### src/rtl/neuron_pkg.sv
// neuron_pkg: shared defaults, derived widths and FSM state type for the
// single-neuron multiply-accumulate block.
package neuron_pkg;

  // Default geometry of one neuron
  localparam int MAX_NEURONS_DEF = 10;
  localparam int WEIGHT_SIZE_DEF = 17;
  localparam int INPUT_SIZE_DEF  = 9;
  localparam int FRAC_BITS_DEF   = 8;
  localparam int ADDR_SIZE_DEF   = 10;

  // Full-precision signed product width
  function automatic int prod_width(input int w_bits, input int x_bits);
    return w_bits + x_bits;
  endfunction

  // Accumulator width: product plus enough guard bits for every lane summed
  function automatic int acc_width(input int w_bits, input int x_bits, input int lanes);
    return prod_width(w_bits, x_bits) + $clog2(lanes);
  endfunction

  // Lane counter width: must be able to hold the value MAX_NEURONS itself
  function automatic int cnt_width(input int lanes);
    return $clog2(lanes + 1);
  endfunction

  localparam int PROD_W_DEF = prod_width(WEIGHT_SIZE_DEF, INPUT_SIZE_DEF);
  localparam int ACC_W_DEF  = acc_width(WEIGHT_SIZE_DEF, INPUT_SIZE_DEF, MAX_NEURONS_DEF);
  localparam int CNT_W_DEF  = cnt_width(MAX_NEURONS_DEF);

  typedef enum logic [1:0] {
    ST_IDLE = 2'd0,
    ST_ACC  = 2'd1,
    ST_DONE = 2'd2
  } state_t;

endpackage

### src/rtl/neuron_lut_addr.sv
// neuron_lut_addr: turns the raw dot-product accumulator into an activation
// LUT address: drop fractional bits (floor), re-centre around mid-table, then
// clamp (NEURON_SATURATE_EN defined) or keep the low address bits (default).
module neuron_lut_addr
  import neuron_pkg::*;
#(
  parameter int ACC_W     = ACC_W_DEF,
  parameter int FRAC_BITS = FRAC_BITS_DEF,
  parameter int ADDR_SIZE = ADDR_SIZE_DEF
) (
  input  logic [ACC_W-1:0]     acc,
  output logic [ADDR_SIZE-1:0] addr
);

  // Mid-table offset so that z = 0 lands in the middle of the LUT
  localparam logic signed [ACC_W-1:0] OFFSET   = ACC_W'(2 ** (ADDR_SIZE - 1));
  localparam logic signed [ACC_W-1:0] ADDR_MAX = ACC_W'(2 ** ADDR_SIZE - 1);

  logic signed [ACC_W-1:0] z;
  logic signed [ACC_W-1:0] a;

  // Rescale, offset and map into the address range
  always_comb begin
    z    = $signed(acc) >>> FRAC_BITS;
    a    = z + OFFSET;
    addr = a[ADDR_SIZE-1:0];
`ifdef NEURON_SATURATE_EN
    if (a[ACC_W-1]) begin
      addr = '0;
    end else if (a > ADDR_MAX) begin
      addr = '1;
    end
`endif
  end

`ifndef NEURON_SATURATE_EN
  // Upper bits are intentionally discarded when wrapping
  logic unused_hi;
  assign unused_hi = ^a[ACC_W-1:ADDR_SIZE];
`endif

endmodule

### src/rtl/neuron_top_core.sv
// neuron_top_core: sequential single-neuron MAC. Accumulates w[i]*x[i] for the
// first N lanes (one lane per clock), then registers the activation LUT address
// and pulses lut_valid for one cycle.
// Build option: NEURON_SATURATE_EN clamps the address instead of wrapping it.
module neuron_top_core
  import neuron_pkg::*;
#(
  parameter int MAX_NEURONS = MAX_NEURONS_DEF,
  parameter int WEIGHT_SIZE = WEIGHT_SIZE_DEF,
  parameter int INPUT_SIZE  = INPUT_SIZE_DEF,
  parameter int FRAC_BITS   = FRAC_BITS_DEF,
  parameter int ADDR_SIZE   = ADDR_SIZE_DEF
) (
  input  logic                               clk,
  input  logic                               rst,
  input  logic                               start,
  input  logic [$clog2(MAX_NEURONS)-1:0]     input_signals,
  input  logic [MAX_NEURONS*WEIGHT_SIZE-1:0] weights,
  input  logic [MAX_NEURONS*INPUT_SIZE-1:0]  inputs,
  output logic [ADDR_SIZE-1:0]               addr,
  output logic                               lut_valid
);

  localparam int PROD_W = prod_width(WEIGHT_SIZE, INPUT_SIZE);
  localparam int ACC_W  = acc_width(WEIGHT_SIZE, INPUT_SIZE, MAX_NEURONS);
  localparam int CNT_W  = cnt_width(MAX_NEURONS);
  localparam logic [CNT_W-1:0] LANES = CNT_W'(MAX_NEURONS);

  state_t             state_q, state_d;
  logic [ACC_W-1:0]   acc_q, acc_d;
  logic [CNT_W-1:0]   idx_q, idx_d;
  logic [CNT_W-1:0]   n_q, n_d;
  logic [ADDR_SIZE-1:0] addr_q, addr_d;
  logic               lut_valid_q, lut_valid_d;

  // Unpacked views of the live lane buses
  logic signed [WEIGHT_SIZE-1:0] w_lane [MAX_NEURONS];
  logic signed [INPUT_SIZE-1:0]  x_lane [MAX_NEURONS];

  for (genvar gi = 0; gi < MAX_NEURONS; gi++) begin : g_lane
    assign w_lane[gi] = weights[gi*WEIGHT_SIZE +: WEIGHT_SIZE];
    assign x_lane[gi] = inputs[gi*INPUT_SIZE +: INPUT_SIZE];
  end

  logic signed [WEIGHT_SIZE-1:0] w_sel;
  logic signed [INPUT_SIZE-1:0]  x_sel;
  logic signed [PROD_W-1:0]      prod;
  logic [ACC_W-1:0]              prod_ext;
  logic [CNT_W-1:0]              sig_ext;
  logic [CNT_W-1:0]              n_req;
  logic [ADDR_SIZE-1:0]          lut_addr;

  // Current-lane product and the clamped lane count requested by the caller
  always_comb begin
    w_sel    = w_lane[idx_q];
    x_sel    = x_lane[idx_q];
    prod     = w_sel * x_sel;
    prod_ext = {{(ACC_W - PROD_W){prod[PROD_W-1]}}, prod};
    sig_ext  = CNT_W'(input_signals);
    n_req    = (sig_ext > LANES) ? LANES : sig_ext;
  end

  neuron_lut_addr #(
    .ACC_W     (ACC_W),
    .FRAC_BITS (FRAC_BITS),
    .ADDR_SIZE (ADDR_SIZE)
  ) u_lut_addr (
    .acc  (acc_q),
    .addr (lut_addr)
  );

  // Next-state and datapath updates for IDLE -> ACC -> DONE
  always_comb begin
    state_d     = state_q;
    acc_d       = acc_q;
    idx_d       = idx_q;
    n_d         = n_q;
    addr_d      = addr_q;
    lut_valid_d = 1'b0;
    case (state_q)
      ST_IDLE: begin
        if (start) begin
          n_d     = n_req;
          acc_d   = '0;
          idx_d   = '0;
          state_d = (n_req == '0) ? ST_DONE : ST_ACC;
        end
      end
      ST_ACC: begin
        acc_d = acc_q + prod_ext;
        idx_d = idx_q + 1'b1;
        if (idx_q == n_q - 1'b1) begin
          state_d = ST_DONE;
        end
      end
      ST_DONE: begin
        addr_d      = lut_addr;
        lut_valid_d = 1'b1;
        state_d     = ST_IDLE;
      end
      default: begin
        state_d = ST_IDLE;
      end
    endcase
  end

  // FSM state register
  always_ff @(posedge clk or negedge rst) begin
    if (!rst) begin
      state_q <= ST_IDLE;
    end else begin
      state_q <= state_d;
    end
  end

  // Accumulator, lane counters and registered outputs
  always_ff @(posedge clk or negedge rst) begin
    if (!rst) begin
      acc_q       <= '0;
      idx_q       <= '0;
      n_q         <= '0;
      addr_q      <= '0;
      lut_valid_q <= 1'b0;
    end else begin
      acc_q       <= acc_d;
      idx_q       <= idx_d;
      n_q         <= n_d;
      addr_q      <= addr_d;
      lut_valid_q <= lut_valid_d;
    end
  end

  assign addr      = addr_q;
  assign lut_valid = lut_valid_q;

endmodule

### config.mk
export PLATFORM = sky130hd
export DESIGN_NAME = neuron_top_core
export DESIGN_NICKNAME = d
export VERILOG_FILES = /design/src/rtl/neuron_pkg.sv /design/src/rtl/neuron_lut_addr.sv /design/src/rtl/neuron_top_core.sv
export SDC_FILE = /design/constraint.sdc
export NUM_CORES = 1
export LEC_CHECK = 0
export CAP_MARGIN = 20
export CORE_MARGIN = 2
export CORE_UTILIZATION = 51
export CTS_CLUSTER_DIAMETER = 50
export DETAILED_ROUTE_END_ITERATION = 10
export PLACE_DENSITY = 0.89
export SYNTH_ARGS = -nofsm -noshare
export SYNTH_HDL_FRONTEND = slang
export SYNTH_SLANG_ARGS = --single-unit
### constraint.sdc
create_clock -name clk -period 18.7 [get_ports clk]
set_input_delay 1.87 -clock clk [delete_from_list [all_inputs] [get_ports clk]]
set_output_delay 1.87 -clock clk [all_outputs]
set_load 0.05 [all_outputs]
==> results.toml <==
[clock_tree]
cts_tree = "built"
htreeDepth = 2
cts_setup_buffers = 0
clockBufferDepth = 2
post_cts_resize_count = 0
clkSlewWorstSetupHoldPaths_ns = 0.06
cts-buffers-inserted = 5
cts_root_buffer = "clkbuf_16"
clk_latency_ns = 0.29
clock-sinks = 39
cts_hold_buf = 0

[timing]
setup_violations = 0
finClkSkew_ns = 0.00600
finalCriticalPeriod_ns = 9.26
slew_headroom_pct = 31.4
tightest_slew_ns = 1.00
final_hold_viol_count = 0
slew_violations = 0
rsz0062_at_grt = "false"
period_share_pct = 49.5
setup_tns_ns = 0
fmax_mhz = 108

[worst_setup_path]
rr_worst_depth = 23
arrival_ns = 9.43
cp_max_fo = 9
path_class = "in2reg"
cp-end-kind = "register"
cp-start-kind = "input port"
cp_data_required_time_ns = 18.88
r2r_start = "idx_q[0]"
reg2reg_setup_slack_ns = 9.97
worstReg2RegEnd = "acc_q[17]"

[run_status]
outcome = "completed"

[grt]
overflow = 0
grt_pass1_vias = 7603
grt_pass1_wl_um = 41500
grtUsageMet2_pct = 52.7
top_usage_layer = "met2"
met1_usage_pct = 41.8
antenna_found_initial = 3
grt_max_degree = 56
grt_util_met3_pct = 12.1
grtUsageTotal_pct = 32.8

[floorplan]
dieHeight_um = 128
core.rowCount = 45
top_level_ports = 278
design.die.area_sq_mm = 0.0165
die_w_um = 128
core_area_sq_mm = 0.0151
initial_core_util_pct = 52.1

[flow_run]
drv_cap = 0

[yosys]
synth-seq-cells = 39
synth_async_sr_flop_share_pct = 100
syn_nets = 1266
avgSynthCellArea_sq_um = 9.17
yosys_warnings = 0
syn_inst = 860
synth_edf_count = 0
synth_ff_type = "dfrtp_1"
syn_area_sq_mm = 0.00789
synth.distinct_cells = 55
yosysSeqAreaShare_pct = 12.4

[route]
ant_nets = 0
post-route-drc-count = 0
drtIter0Drc = 691
wl_per_cell_um = 21.3
wirelength_um = 27700
vias = 7674
viasPerCell = 5.92
firstDrtPassIters = 6

[finish]
area_growth_syn_to_layout_pct = 37.2
layout-drive-gt1-share_pct = 5.96
final_cell_mix = "clkdlybuf4s50_1, nor2_1, mux2i_1"
layout_commonest_cell = "clkdlybuf4s50_1"
fin_nets = 1512
fin_area_sq_mm = 0.0108
fillers = 1079

[place]
port_buffers = 277
placed_area_sq_mm = 0.0107
finalWeightedCongestion = 0.943
dp_hpwl_um = 22600

[worst_hold_path]
min_path_cells = 2
hold_end = "acc_q[4]"
holdCritStartpoint = "acc_q[4]"
hp-class = "reg2reg"
worst max-delay path: stages:
cell and delay (ns):
clkdlybuf4s50_1 0.45, mux4_2 0.48, a21oi_1 0.17, nor2_1 0.06
a21oi_1 0.60, nand2_1 0.17, fa_1 0.54, fa_1 0.57
inv_1 0.06, fa_1 0.50, fa_1 0.57, fa_1 0.42
ha_1 0.34, xnor2_1 0.14, ha_1 0.33, and3_1 0.16
a2111oi_0 0.87, o21ai_0 0.33, a21oi_1 0.30, o21ai_0 0.15
xnor2_1 0.14, a22o_1 0.18
layout make-up:
class	instances	area [sq um]	area share, %
clock buffer	5	125	1.16
sequential	39	985	9.10
clock inverter	3	23.8	0.220
tap	188	235	2.17
inverter	83	312	2.88
timing repair buffer	287	2840	26.3
multi-input combinational	690	6290	58.1
antenna	2	5.00	0.0463
metal layers:
layer | wire (um) | vias up
met5 | 11 | -
met4 | 949 | 2
met3 | 3300 | 68
met2 | 12800 | 452
met1 | 10600 | 3714
li1 | - | 3438
cells in the mapped netlist, drive strengths merged, types with 3 or more instances:
| master | n | area share [%] |
|---|---|---|
| a21o | 6 | 0.57 |
| a21oi | 35 | 2.2 |
| a22o | 6 | 0.67 |
| and3 | 3 | 0.24 |
| buf | 29 | 3.1 |
| clkbuf | 19 | 0.90 |
| dfrtp | 39 | 12 |
| fa | 83 | 21 |
| ha | 56 | 8.9 |
| inv | 83 | 4.0 |
| mux2 | 14 | 2.0 |
| mux2i | 87 | 11 |
| mux4 | 20 | 5.7 |
| nand2 | 73 | 3.5 |
| nand2b | 17 | 1.3 |
| nand3 | 7 | 0.44 |
| nor2 | 103 | 4.9 |
| nor2b | 14 | 1.1 |
| nor3 | 6 | 0.38 |
| o21a | 4 | 0.38 |
| o21ai | 32 | 2.0 |
| o21bai | 4 | 0.38 |
| o221ai | 14 | 1.6 |
| o22a | 4 | 0.44 |
| o22ai | 18 | 1.4 |
| o31a | 9 | 1.0 |
| o31ai | 7 | 0.73 |
| or2 | 4 | 0.32 |
| xnor2 | 26 | 2.9 |
| xor2 | 18 | 2.1 |
per-stage QoR:
stage	cells	hold WS (ns)	util, %	setup WS, ns
global route	1295	0.531	71.4	9.09
global placement	1286	0.468	70.4	9.60
CTS	1294	0.491	71.3	9.56
detailed placement	1286	0.477	70.4	9.42
finish	1297	0.489	71.4	9.44
floorplan	860	0.455	-	10.56
how the worst max path moves through the flow:
stage / startpoint / to / cells past startpoint
floorplan: weights[51] / acc_q[17] / 21
CTS: weights[34] / acc_q[17] / 22
global route: weights[34] / acc_q[17] / 22
finish: weights[34] / acc_q[17] / 22
detailed placement: weights[34] / acc_q[17] / 25
global placement: weights[34] / acc_q[17] / 22
sequential cells by signal, indices dropped and copies added, names as in the netlist:
signal and cells:
acc_q 18, addr 10, idx_q 4, n_q 4, state_q 2, lut_valid 1
cells by family after synthesis:
| logic type | after synthesis | share of synthesized area [%] |
|---|---|---|
| compound gates | 150 | 12.6 |
| xor+xnor | 46 | 5.55 |
| simple gates | 234 | 12.8 |
| buf+inv | 131 | 7.92 |
| mux | 121 | 18.8 |
| flops | 39 | 12.4 |
| fa+ha+maj | 139 | 30.0 |
Power is not shown: default switching activity piles up to over one toggle a cycle in this logic, so the estimate is an artifact.
